### src/rtl/axi4_stream_mux_master.sv
// NPU AXI4-Stream source: packet-level round-robin merge of NUM_CH
// producer channels into one master port through an output FIFO.
module axi4_stream_mux_master #(
  parameter int DATA_WIDTH = 128,
  parameter int NUM_CH     = 4,
  parameter int ID_WIDTH   = 4,
  parameter int DEPTH      = 4,
  parameter int CNT_WIDTH  = 16
) (
  input  logic                           clk,
  input  logic                           rst_n,
  input  logic                           enable,
  input  logic [NUM_CH*DATA_WIDTH-1:0]   tx_data,
  input  logic [NUM_CH*DATA_WIDTH/8-1:0] tx_keep,
  input  logic [NUM_CH-1:0]              tx_last,
  input  logic [NUM_CH-1:0]              tx_valid,
  output logic [NUM_CH-1:0]              tx_ready,
  output logic [DATA_WIDTH-1:0]          m_axis_tdata,
  output logic [DATA_WIDTH/8-1:0]        m_axis_tstrb,
  output logic [DATA_WIDTH/8-1:0]        m_axis_tkeep,
  output logic                           m_axis_tlast,
  output logic [ID_WIDTH-1:0]            m_axis_tid,
  output logic                           m_axis_tvalid,
  input  logic                           m_axis_tready,
  output logic [$clog2(DEPTH):0]         fifo_level,
  output logic                           busy,
  output logic [CNT_WIDTH-1:0]           pkt_count
);

  localparam int KW = DATA_WIDTH / 8;
  localparam int CW = (NUM_CH > 1) ? $clog2(NUM_CH) : 1;
  localparam int AW = $clog2(DEPTH);
  localparam int LW = AW + 1;

  typedef enum logic {
    IDLE,
    LOCKED
  } state_t;

  state_t state_q, state_d;

  logic [CW-1:0] grant_q, grant_d;
  logic [CW-1:0] rr_q, rr_d;
  logic [CW-1:0] pick, sel, idx;
  logic          found, sel_vld;
  logic          full, push, pop;
  int            t;

  logic [DATA_WIDTH-1:0] ch_data [NUM_CH];
  logic [KW-1:0]         ch_keep [NUM_CH];

  logic [DATA_WIDTH-1:0] mem_data [DEPTH];
  logic [KW-1:0]         mem_keep [DEPTH];
  logic                  mem_last [DEPTH];
  logic [ID_WIDTH-1:0]   mem_id   [DEPTH];
  logic [AW-1:0]         wr_ptr, rd_ptr;
  logic [LW-1:0]         level;

  always_comb begin
    for (int i = 0; i < NUM_CH; i++) begin
      ch_data[i] = tx_data[i*DATA_WIDTH +: DATA_WIDTH];
      ch_keep[i] = tx_keep[i*KW +: KW];
    end
  end

  // Descending scan so the channel nearest rr_q wins.
  always_comb begin
    found = 1'b0;
    pick  = '0;
    idx   = '0;
    t     = 0;
    for (int k = NUM_CH - 1; k >= 0; k--) begin
      t = int'(rr_q) + k;
      if (t >= NUM_CH) t = t - NUM_CH;
      idx = CW'(t);
      if (tx_valid[idx]) begin
        found = 1'b1;
        pick  = idx;
      end
    end
  end

  assign full = (level == LW'(DEPTH));

  always_comb begin
    state_d  = state_q;
    grant_d  = grant_q;
    rr_d     = rr_q;
    sel      = grant_q;
    sel_vld  = 1'b0;
    tx_ready = '0;
    push     = 1'b0;
    unique case (state_q)
      IDLE: begin
        sel     = pick;
        sel_vld = enable && found;
      end
      LOCKED: begin
        sel     = grant_q;
        sel_vld = 1'b1;
      end
      default: ;
    endcase
    if (sel_vld && !full) begin
      tx_ready[sel] = 1'b1;
      push = tx_valid[sel];
    end
    if (push) begin
      if (tx_last[sel]) begin
        state_d = IDLE;
        rr_d = (sel == CW'(NUM_CH - 1)) ? '0 : sel + 1'b1;
      end else begin
        state_d = LOCKED;
        grant_d = sel;
      end
    end
  end

  always_ff @(posedge clk) begin
    if (!rst_n) begin
      state_q <= IDLE;
      grant_q <= '0;
      rr_q    <= '0;
    end else begin
      state_q <= state_d;
      grant_q <= grant_d;
      rr_q    <= rr_d;
    end
  end

  assign m_axis_tvalid = (level != '0);
  assign pop = m_axis_tvalid && m_axis_tready;

  always_ff @(posedge clk) begin
    if (!rst_n) begin
      for (int i = 0; i < DEPTH; i++) begin
        mem_data[i] <= '0;
        mem_keep[i] <= '0;
        mem_last[i] <= 1'b0;
        mem_id[i]   <= '0;
      end
      wr_ptr    <= '0;
      rd_ptr    <= '0;
      level     <= '0;
      pkt_count <= '0;
    end else begin
      if (push) begin
        mem_data[wr_ptr] <= ch_data[sel];
        mem_keep[wr_ptr] <= ch_keep[sel];
        mem_last[wr_ptr] <= tx_last[sel];
        mem_id[wr_ptr]   <= ID_WIDTH'(sel);
        wr_ptr <= wr_ptr + 1'b1;
      end
      if (pop) begin
        rd_ptr <= rd_ptr + 1'b1;
        if (mem_last[rd_ptr]) pkt_count <= pkt_count + 1'b1;
      end
      if (push && !pop) level <= level + 1'b1;
      else if (!push && pop) level <= level - 1'b1;
    end
  end

  assign m_axis_tdata = mem_data[rd_ptr];
  assign m_axis_tkeep = mem_keep[rd_ptr];
  assign m_axis_tstrb = mem_keep[rd_ptr];
  assign m_axis_tlast = mem_last[rd_ptr];
  assign m_axis_tid   = mem_id[rd_ptr];
  assign fifo_level   = level;
  assign busy = (state_q == LOCKED) || (level != '0);

endmodule

### config.mk
export PLATFORM = sky130hd
export DESIGN_NAME = axi4_stream_mux_master
export DESIGN_NICKNAME = d
export VERILOG_FILES = /design/src/rtl/axi4_stream_mux_master.sv
export SDC_FILE = /design/constraint.sdc
export NUM_CORES = 1
export LEC_CHECK = 0
export BUFFER_PORTS_ARGS = -buffer_cell sky130_fd_sc_hd__buf_2
export CORE_AREA = 2 2 299 301
export CTS_BUF_LIST = sky130_fd_sc_hd__clkbuf_2 sky130_fd_sc_hd__clkbuf_4 sky130_fd_sc_hd__clkbuf_8
export DETAILED_ROUTE_END_ITERATION = 6
export DIE_AREA = 0 0 301 303
export SLEW_MARGIN = 20
export SYNTH_ARGS = -nofsm -noshare
export SYNTH_HDL_FRONTEND = slang
export SYNTH_SLANG_ARGS = --single-unit
### constraint.sdc
create_clock -name clk -period 9.42 [get_ports clk]
set_input_delay 2.826 -clock clk [delete_from_list [all_inputs] [get_ports clk]]
set_output_delay 2.826 -clock clk [all_outputs]
set_load 0.005 [all_outputs]
==> reports/results.ini, run 1 <==
[clocking]
clk_pin_slew_ps=50
cts_made_buffers=105
ctsRootBufferMaster=clkbuf_8
holdBufCountCts=0
clock_sinks=618
cts-resized-gates=0
clock_latency_ps=690
htreeDepth=3
clockBufferDepth=3
postCtsSetupRepairBufs=0
cts_tree=built

[drt]
dr.pass1.iters=5
dr_total_vias=22902
ant_nets=0
wl_per_cell_um=18.9
drc=0
first_iter_violations=1772
via_per_inst=4.88
routed_wl_um=88900

[synthesis]
netlist_area_um2=30000
synth_cell_types=48
synth-edff-count=585
yosysSeqAreaShare_pct=60.8
yosysTopAreaCell=edfxtp_1
syn_area_per_cell_um2=10.9
async_reset_ff_share_pct=0
synth-seq-cells=618
yosys.area_share.simple_pct=17.8
synthCells=2745
synth_area_leaders=edfxtp_1, mux4_2, nand2_1
yosysMostFrequentCell=nand2_1
synth_xor_area_share_pct=0.555
synth_fa_ha_area_share_pct=0.317
synth_compound_area_share_pct=5.56
muxShareOfSynthArea_pct=11.4
synth.top_cell.area_share_pct=58.6
synth_top_family_by_area=simple AND/OR/NAND/NOR gates
ys.flop_type=edfxtp_1
synthTopCellsByCount=nand2_1, nor2_1, edfxtp_1
synth_warnings=0

[power]
p_total_mw=10.4
power_density_nw_per_um2=284
ir_worst_vdd_mv=0.308
leakage_nw=15.5

[floorplan]
die_h_um=303
start_util_pct=34.1
num_rows=109
core-area_um2=88000
dieArea_um2=91200
dieWidth_um=301
io_pins=778

[sta]
setup_violations=0
worst_slack_ps=1720
period_needed_ps=7700
rsz0062_at_grt=no
fmax_mhz=130
slew_violations=0
slew_headroom_pct=26.3
skew_ps=39.9
fin_crit_sh_pct=81.8
final_hold_viol_count=0
final.setup.tns_ps=0
worstMarginPinSlew_ps=1110

[global_route]
antenna_found_initial=4
grt_first_pass_wirelength_um=128000
grt_max_degree=92
grt_pass1_vias=21920
track_usage_pct=18.5
grt_overflow_total=0

[place]
dp_slack_ps=1740
io_buffer_count=775
gp_congestion=0.930
dp_hpwl_um=59100

[critical_path]
worst_setup_path_start_kind=input port
r2r_start=rr_q[1]
rr_endpoint=mem_data[0][77]
path_class=in2out
arrival_ps=4880
startpoint=tx_valid[3]
crit_path_end=tx_ready[0]
critPathRequiredTime_ps=6590
reg2reg_depth=10
rrSetupSlack_ps=4730
crit_path_end_kind=output port
cp_max_fo=70

[status]
outcome=finished clean

[layout]
fillers=8552
area_delta_synth_final_pct=22.7
multi_input_area_um2=10700
design.final.nets=4040
ff_latch_area_um2=18200
drive_above_1_share_pct=31.8

[worst_hold_path]
hold_class=reg2reg

[run]
maxCapViolations=0

[layer usage]
layer | track usage (%) | up-vias | part of all wire (%) | wire [µm]
met4 | 7.59 | 0 | 3.4 | 2990
met2 | 31.1 | 863 | 49 | 43700
li1 | - | 10920 | - | -
met3 | 3.77 | 145 | 6.8 | 6080
met1 | 23.4 | 10974 | 41 | 36100
met5 | 0 | - | 0 | 0
[cell type report]
cell class                 instances  share of cell area, %
antenna                            3                 0.0204
timing repair buffer             810                   11.6
sequential                       618                   49.6
clock inverter                    61                   1.00
clock buffer                     129                   4.44
tap                             1165                   3.96
inverter                           9                  0.133
multi-input combinational       1901                   29.2
[where the power goes]
group / switching, mW / leakage, nW / internal, mW / total [mW]
combinational: 2.89 / 8.06 / 1.43 / 4.32
sequential: 0.172 / 6.35 / 3.63 / 3.80
clock: 1.08 / 1.05 / 1.23 / 2.31
total: 4.15 / 15.5 / 6.29 / 10.4
[placed cells by master (no fill, tap or decap), types with 2 or more instances in the layout]
cell         n
buf_2      775
nand2_1    743
nor2_1     609
edfxtp_1   585
a21oi_1    293
mux4_2     147
clkbuf_8   106
clkinv_1    39
dfxtp_1     31
buf_4       24
clkbuf_4    23
xor2_1      16
clkinv_2    14
mux2i_1     12
buf_12      11
o21ai_0      8
and3_1       7
nand3_1      7
inv_1        6
and2_1       6
ha_1         6
inv_8        5
nand2b_1     4
nor3_1       4
diode_2      3
nor2b_1      3
nand2_4      3
xnor2_1      3
bufinv_16    3
a21boi_0     2
o21a_1       2
o21ai_4      2
or3_1        2
nand4_1      2
and4_1       2
dfxtp_4      2
conb_1       2
[sequential cells by signal, indices dropped and copies added, names as in the netlist, named ones only]
| register | cells |
|---|---|
| pkt_count | 16 |
| wr_ptr | 2 |
| grant_q | 2 |
| rd_ptr | 2 |
| mem_id | 8 |
| mem_last | 4 |
| mem_data | 512 |
| rr_q | 2 |
| state_q | 1 |
| fifo_level | 3 |
| mem_keep | 64 |
[cell families after synthesis]
| logic type | after synthesis |
|---|---|
| buf+inv | 227 |
| simple gates | 1394 |
| mux | 159 |
| other cells | 1 |
| fa+ha+maj | 7 |
| compound gates | 320 |
| flops | 618 |
| xor+xnor | 19 |
[critical path: stages]
cell and delay, ps:
buf_2 150, nor3b_1 210, a211oi_1 90, o221a_2 280, nor2_1 470, inv_8 260
ha_1 300, and2_1 140, buf_2 120
[stage by stage]
| stage | instance area (µm²) | instances | hold WS [ps] | util (%) |
|---|---|---|---|---|
| 4_1_cts | 36800 | 4693 | 475 | 41.8 |
| 5_1_grt | 36800 | 4696 | 497 | 41.8 |
| 6_report | 36800 | 4696 | 476 | 41.8 |
| 2_1_floorplan | 30000 | 2746 | 438 | - |
| 3_5_place_dp | 34800 | 4503 | 464 | 39.5 |
| 3_3_place_gp | 34800 | 4503 | 450 | 39.5 |
[how the worst min path moves through the flow]
stage                           start           to  slack [ps]  depth (start not counted)
after global placement     grant_q[1]   grant_q[1]         450                          2
after floorplan            grant_q[1]   grant_q[1]         440                          2
after CTS                  grant_q[1]   grant_q[1]         480                          2
final                     mem_last[0]  mem_last[0]         480                          2
after detailed placement   grant_q[1]   grant_q[1]         460                          2
after global routing      mem_last[1]  mem_last[1]         500                          2
Note: power is estimated with default switching activity, not from simulation.
==> inputs of run 2 (changes only) <==
==> constraint.sdc (replaced) <==
create_clock -name clk -period 6.3 [get_ports clk]
set_input_delay 1.89 -clock clk [delete_from_list [all_inputs] [get_ports clk]]
set_output_delay 1.89 -clock clk [all_outputs]
set_load 0.005 [all_outputs]
==> reports/results.ini, run 2 (synthesis gave the netlist of run 1 again) <==
[status]
outcome=finished clean

[drt]
wl_per_cell_um=20.3
dr.pass1.iters=5
first_iter_violations=1911
dr_total_vias=23208
drc=0
via_per_inst=4.92
ant_nets=0
routed_wl_um=95800

[sta]
fin_crit_sh_pct=85.4
setup_violations=0
final_hold_viol_count=0
skew_ps=62.0
final.setup.tns_ps=0
period_needed_ps=5380
slew_headroom_pct=34.6
fmax_mhz=186
worst_slack_ps=920
worstMarginPinSlew_ps=982
slew_violations=0
holdWs_ps=470
rsz0062_at_grt=no

[place]
dp_hpwl_um=65500
gp_congestion=0.906
dp_slack_ps=944
io_buffer_count=775

[layout]
utilization_pct=42.3
area_delta_synth_final_pct=24.0
top_regs=mem_data x512, mem_keep x64, pkt_count x16
drive_above_1_share_pct=32.4
layout_common_cells=buf_2, nand2_1, nor2_1
final_common_cell=buf_2
fillers=8520
largest_reg_flops=512
regMostFlops=mem_data
design.final.nets=4061

[power]
p_total_mw=16.0
power_density_nw_per_um2=430
leakage_nw=15.7
clock_power_share_pct=22.6
comb_power_share_pct=41.9
switching_power_mw=6.38
ir_worst_vdd_mv=1.02
seqPwrFrac_pct=35.5
intPower_mw=9.62
swShare_pct=39.9

[global_route]
grt_pass1_vias=22672
track_usage_pct=20.3
grt_max_degree=158
antenna_found_initial=8
grtUsageMet3_pct=3.52
grt_first_pass_wirelength_um=139000
grt_use_met1_pct=26.6
grt-busiest-layer=met2
use_met2_pct=33.5
grt_overflow_total=0

[clocking]
postCtsSetupRepairBufs=0
ctsRootBufferMaster=clkbuf_8
clock_sinks=618
clock_latency_ps=700
clk_pin_slew_ps=60
cts_tree=built
htreeDepth=3
cts_made_buffers=106
cts-resized-gates=0
holdBufCountCts=0
clockBufferDepth=3

[critical_path]
reg2reg_depth=9
rrSetupSlack_ps=2670
crit_path_end=tx_ready[0]
startpoint=tx_valid[2]
critPathRequiredTime_ps=4410
crit_path_end_kind=output port
rr_endpoint=mem_data[2][121]
arrival_ps=3490
r2r_start=rr_q[1]
cp_max_fo=8
path_class=in2out
worst_setup_path_start_kind=input port

[floorplan]
dieWidth_um=301
die_h_um=303
dieArea_um2=91200
start_util_pct=34.1
num_rows=109
io_pins=778
core-area_um2=88000

[worst_hold_path]
hold_class=reg2reg

[run]
maxCapViolations=0

run 2: cell count changes in the layout (fill, tap and decap cells not counted), sizes merged:
cell / delta
bufinv: +2
buf: +20
clkinv: -16
clkbuf: +10
diode: +3
run 2: worst min-delay path by stage:
stage             endpoint        start  cells after the start  slack, ps
3_3_place_gp    grant_q[0]   grant_q[0]                      2        460
3_5_place_dp    grant_q[0]   grant_q[0]                      2        460
6_report       mem_last[1]  mem_last[1]                      2        470
4_1_cts         grant_q[0]   grant_q[0]                      2        470
5_1_grt        mem_last[2]  mem_last[2]                      2        500
2_1_floorplan   grant_q[1]   grant_q[1]                      2        440
run 2: metrics by stage:
| stage | area (µm²) | std cells |
|---|---|---|
| after floorplan | 30000 | 2746 |
| after global placement | 35100 | 4523 |
| after detailed placement | 35100 | 4523 |
| after CTS | 37200 | 4709 |
| after global routing | 37200 | 4712 |
| final | 37200 | 4715 |
run 2: routing by layer:
| layer | share of wire [%] | vias up |
|---|---|---|
| met4 | 3.6 | 0 |
| met5 | 0 | - |
| met1 | 41 | 11142 |
| met3 | 6.9 | 169 |
| li1 | - | 10973 |
| met2 | 48 | 924 |
run 2: power by group through the flow:
stage / Combinational (mW) / Sequential, mW / Clock (mW)
after CTS: 6.79 / 5.70 / 3.71
after global routing: 7.35 / 5.76 / 3.86
after detailed placement: 6.76 / 5.78 / 0
after global placement: 6.76 / 5.76 / 0
final: 6.70 / 5.69 / 3.62
after floorplan: 4.20 / 5.66 / 0
run 2: layout make-up:
cell class | instances | area (µm²) | share of cell area [%]
antenna | 6 | 15.0 | 0.0404
clock buffer | 139 | 1710 | 4.59
clock inverter | 47 | 372 | 1.00
inverter | 9 | 48.8 | 0.131
multi-input combinational | 1901 | 10800 | 29.0
sequential | 618 | 18200 | 49.0
tap | 1165 | 1460 | 3.92
timing repair buffer | 830 | 4570 | 12.3
run 2: worst max-delay path: stages:
cell and delay, ps:
buf_2 150, and3b_1 190, a211oi_1 310, o221a_2 270, nor2_1 50, buf_4 170
inv_8 70, ha_1 130, and2_1 140, buf_2 120
==> inputs of run 3 (changes only) <==
--- a/config.mk
+++ b/config.mk
@@ -10,6 +10,7 @@
 export CTS_BUF_LIST = sky130_fd_sc_hd__clkbuf_2 sky130_fd_sc_hd__clkbuf_4 sky130_fd_sc_hd__clkbuf_8
 export DETAILED_ROUTE_END_ITERATION = 6
 export DIE_AREA = 0 0 301 303
+export PLACE_DENSITY = 0.67
 export SLEW_MARGIN = 20
 export SYNTH_ARGS = -nofsm -noshare
 export SYNTH_HDL_FRONTEND = slang
==> constraint.sdc (replaced) <==
create_clock -name clk -period 6.3 [get_ports clk]
set_input_delay 0.63 -clock clk [delete_from_list [all_inputs] [get_ports clk]]
set_output_delay 0.63 -clock clk [all_outputs]
set_load 0.005 [all_outputs]
==> reports/results.ini, run 3 (synthesis gave the netlist of run 1 again) <==
[status]
outcome=finished clean

[sta]
final_hold_viol_count=0
slew_headroom_pct=23.0
skew_ps=68.6
fin_crit_sh_pct=69.4
period_needed_ps=4370
slew_violations=0
setup_violations=0
worstMarginPinSlew_ps=1160
final.setup.tns_ps=0
fmax_mhz=229
rsz0062_at_grt=no

[place]
gp_congestion=0.888
dp.cells=4498
dp_hpwl_um=57000
io_buffer_count=775

[critical_path]
rr_endpoint=mem_data[2][113]
worst_path_max_delay_cell=buf_12
reg2reg_depth=9
rrSetupSlack_ps=2020
crit_buf_inv=3
r2r_start=rr_q[1]
arrival_ps=3740
critPathRequiredTime_ps=5670
cp_max_fo=226
path_class=reg2out
crit_chain=nand2_1 > a311oi_1 > o31a_2 > buf_4 > buf_12 > ha_1 > and2_1 > buf_2
worst_setup_path_start_kind=flop
critPathTopFamily=buffers and inverters
cp_slowest_stage_delay_ps=630
crit_path_end_kind=output port

[layout]
final_common_cell=buf_2
largest_reg_flops=512
top_regs=mem_data x512, mem_keep x64, pkt_count x16
fillers=8438
layout_common_cells=buf_2, nand2_1, nor2_1
utilization_pct=41.8
drive_above_1_share_pct=31.9
regMostFlops=mem_data
design.final.nets=4034
fin_cells=4684
area_delta_synth_final_pct=22.7

[drt]
via_per_inst=4.92
dr.pass1.iters=5
dr_total_vias=23039
first_iter_violations=1833
ant_nets=0
routed_wl_um=87300
wl_per_cell_um=18.6
drc=0

[floorplan]
core-area_um2=88000
die_h_um=303
num_rows=109
start_util_pct=34.1
dieWidth_um=301
io_pins=778
dieArea_um2=91200

[global_route]
grt_pass1_vias=22363
grt_max_degree=227
antenna_found_initial=6
grt_overflow_total=0
track_usage_pct=18.3
grt_first_pass_wirelength_um=127000

[clocking]
cts_tree=built
htreeDepth=3
clk_pin_slew_ps=60
cts_made_buffers=104
ctsRootBufferMaster=clkbuf_8
clock_latency_ps=710
holdBufCountCts=0
clock_sinks=618
postCtsSetupRepairBufs=0
clockBufferDepth=3
cts-resized-gates=0

[power]
leakage_nw=15.4
ir_worst_vdd_mv=0.739
power_density_nw_per_um2=424

[worst_hold_path]
hold_class=in2reg
hold_path.startpoint=m_axis_tready
whs_path_depth=4

[run]
maxCapViolations=0

==> run 3: changes by cell type in the layout (fill, tap and decap cells not counted), sizes merged, moves of 2 or more <==
| cell | previous run | this run |
|---|---|---|
| buf | 830 | 805 |
| clkbuf | 139 | 136 |
| bufinv | 5 | 3 |
| diode | 6 | 4 |
==> run 3: where the power goes <==
| part | switching [mW] | leakage (nW) | internal (mW) |
|---|---|---|---|
| Clock | 1.63 | 1.05 | 1.86 |
| Combinational | 4.30 | 8.04 | 2.17 |
| Sequential | 0.209 | 6.35 | 5.43 |
| Total | 6.14 | 15.4 | 9.46 |
==> run 3: metal layers <==
layer | GRT usage, % | vias up | wire [µm]
li1 | - | 10914 | -
met1 | 23.5 | 11057 | 36100
met2 | 30.5 | 902 | 42100
met3 | 3.43 | 162 | 5810
met4 | 7.47 | 4 | 3190
met5 | 0.414 | - | 68
==> run 3: metrics by stage <==
stage	power, mW	hold WS (ps)	area [µm²]	setup WS, ps
6_report	15.6	350	36800	1930
5_1_grt	16.6	339	36800	1560
4_1_cts	15.8	254	36800	1820
3_5_place_dp	12.2	467	34800	1610
3_3_place_gp	12.2	462	34800	1630
2_1_floorplan	9.90	438	30000	673
==> run 3: worst max-delay path by stage <==
stage	start	end	slack (ps)	depth (start not counted)
final	rr_q[1]	tx_ready[0]	1930	8
after global routing	rr_q[1]	tx_ready[0]	1560	8
after CTS	rr_q[1]	tx_ready[1]	1820	8
after detailed placement	tx_valid[2]	mem_data[2][104]	1610	10
after global placement	tx_valid[2]	mem_data[2][116]	1630	10
after floorplan	tx_valid[1]	mem_data[0][0]	670	8
==> run 3: worst register-to-register path, stage by stage (launching register included) <==
cell,delay (ps)
dfxtp_1,420
nand2_1,90
a311oi_1,320
o31a_2,260
buf_4,560
and2_1,250
o21a_1,390
o21ai_0,270
nand2_4,600
buf_4,660
==> run 3: layout make-up <==
cell class | count | area (µm²) | area share, %
Sequential cell | 618 | 18200 | 49.6
Multi-Input combinational cell | 1901 | 10700 | 29.2
Timing Repair Buffer | 805 | 4270 | 11.6
Clock buffer | 136 | 1670 | 4.55
Tap cell | 1165 | 1460 | 3.96
Clock inverter | 46 | 333 | 0.905
Inverter | 9 | 48.8 | 0.133
Antenna cell | 4 | 10.0 | 0.0272
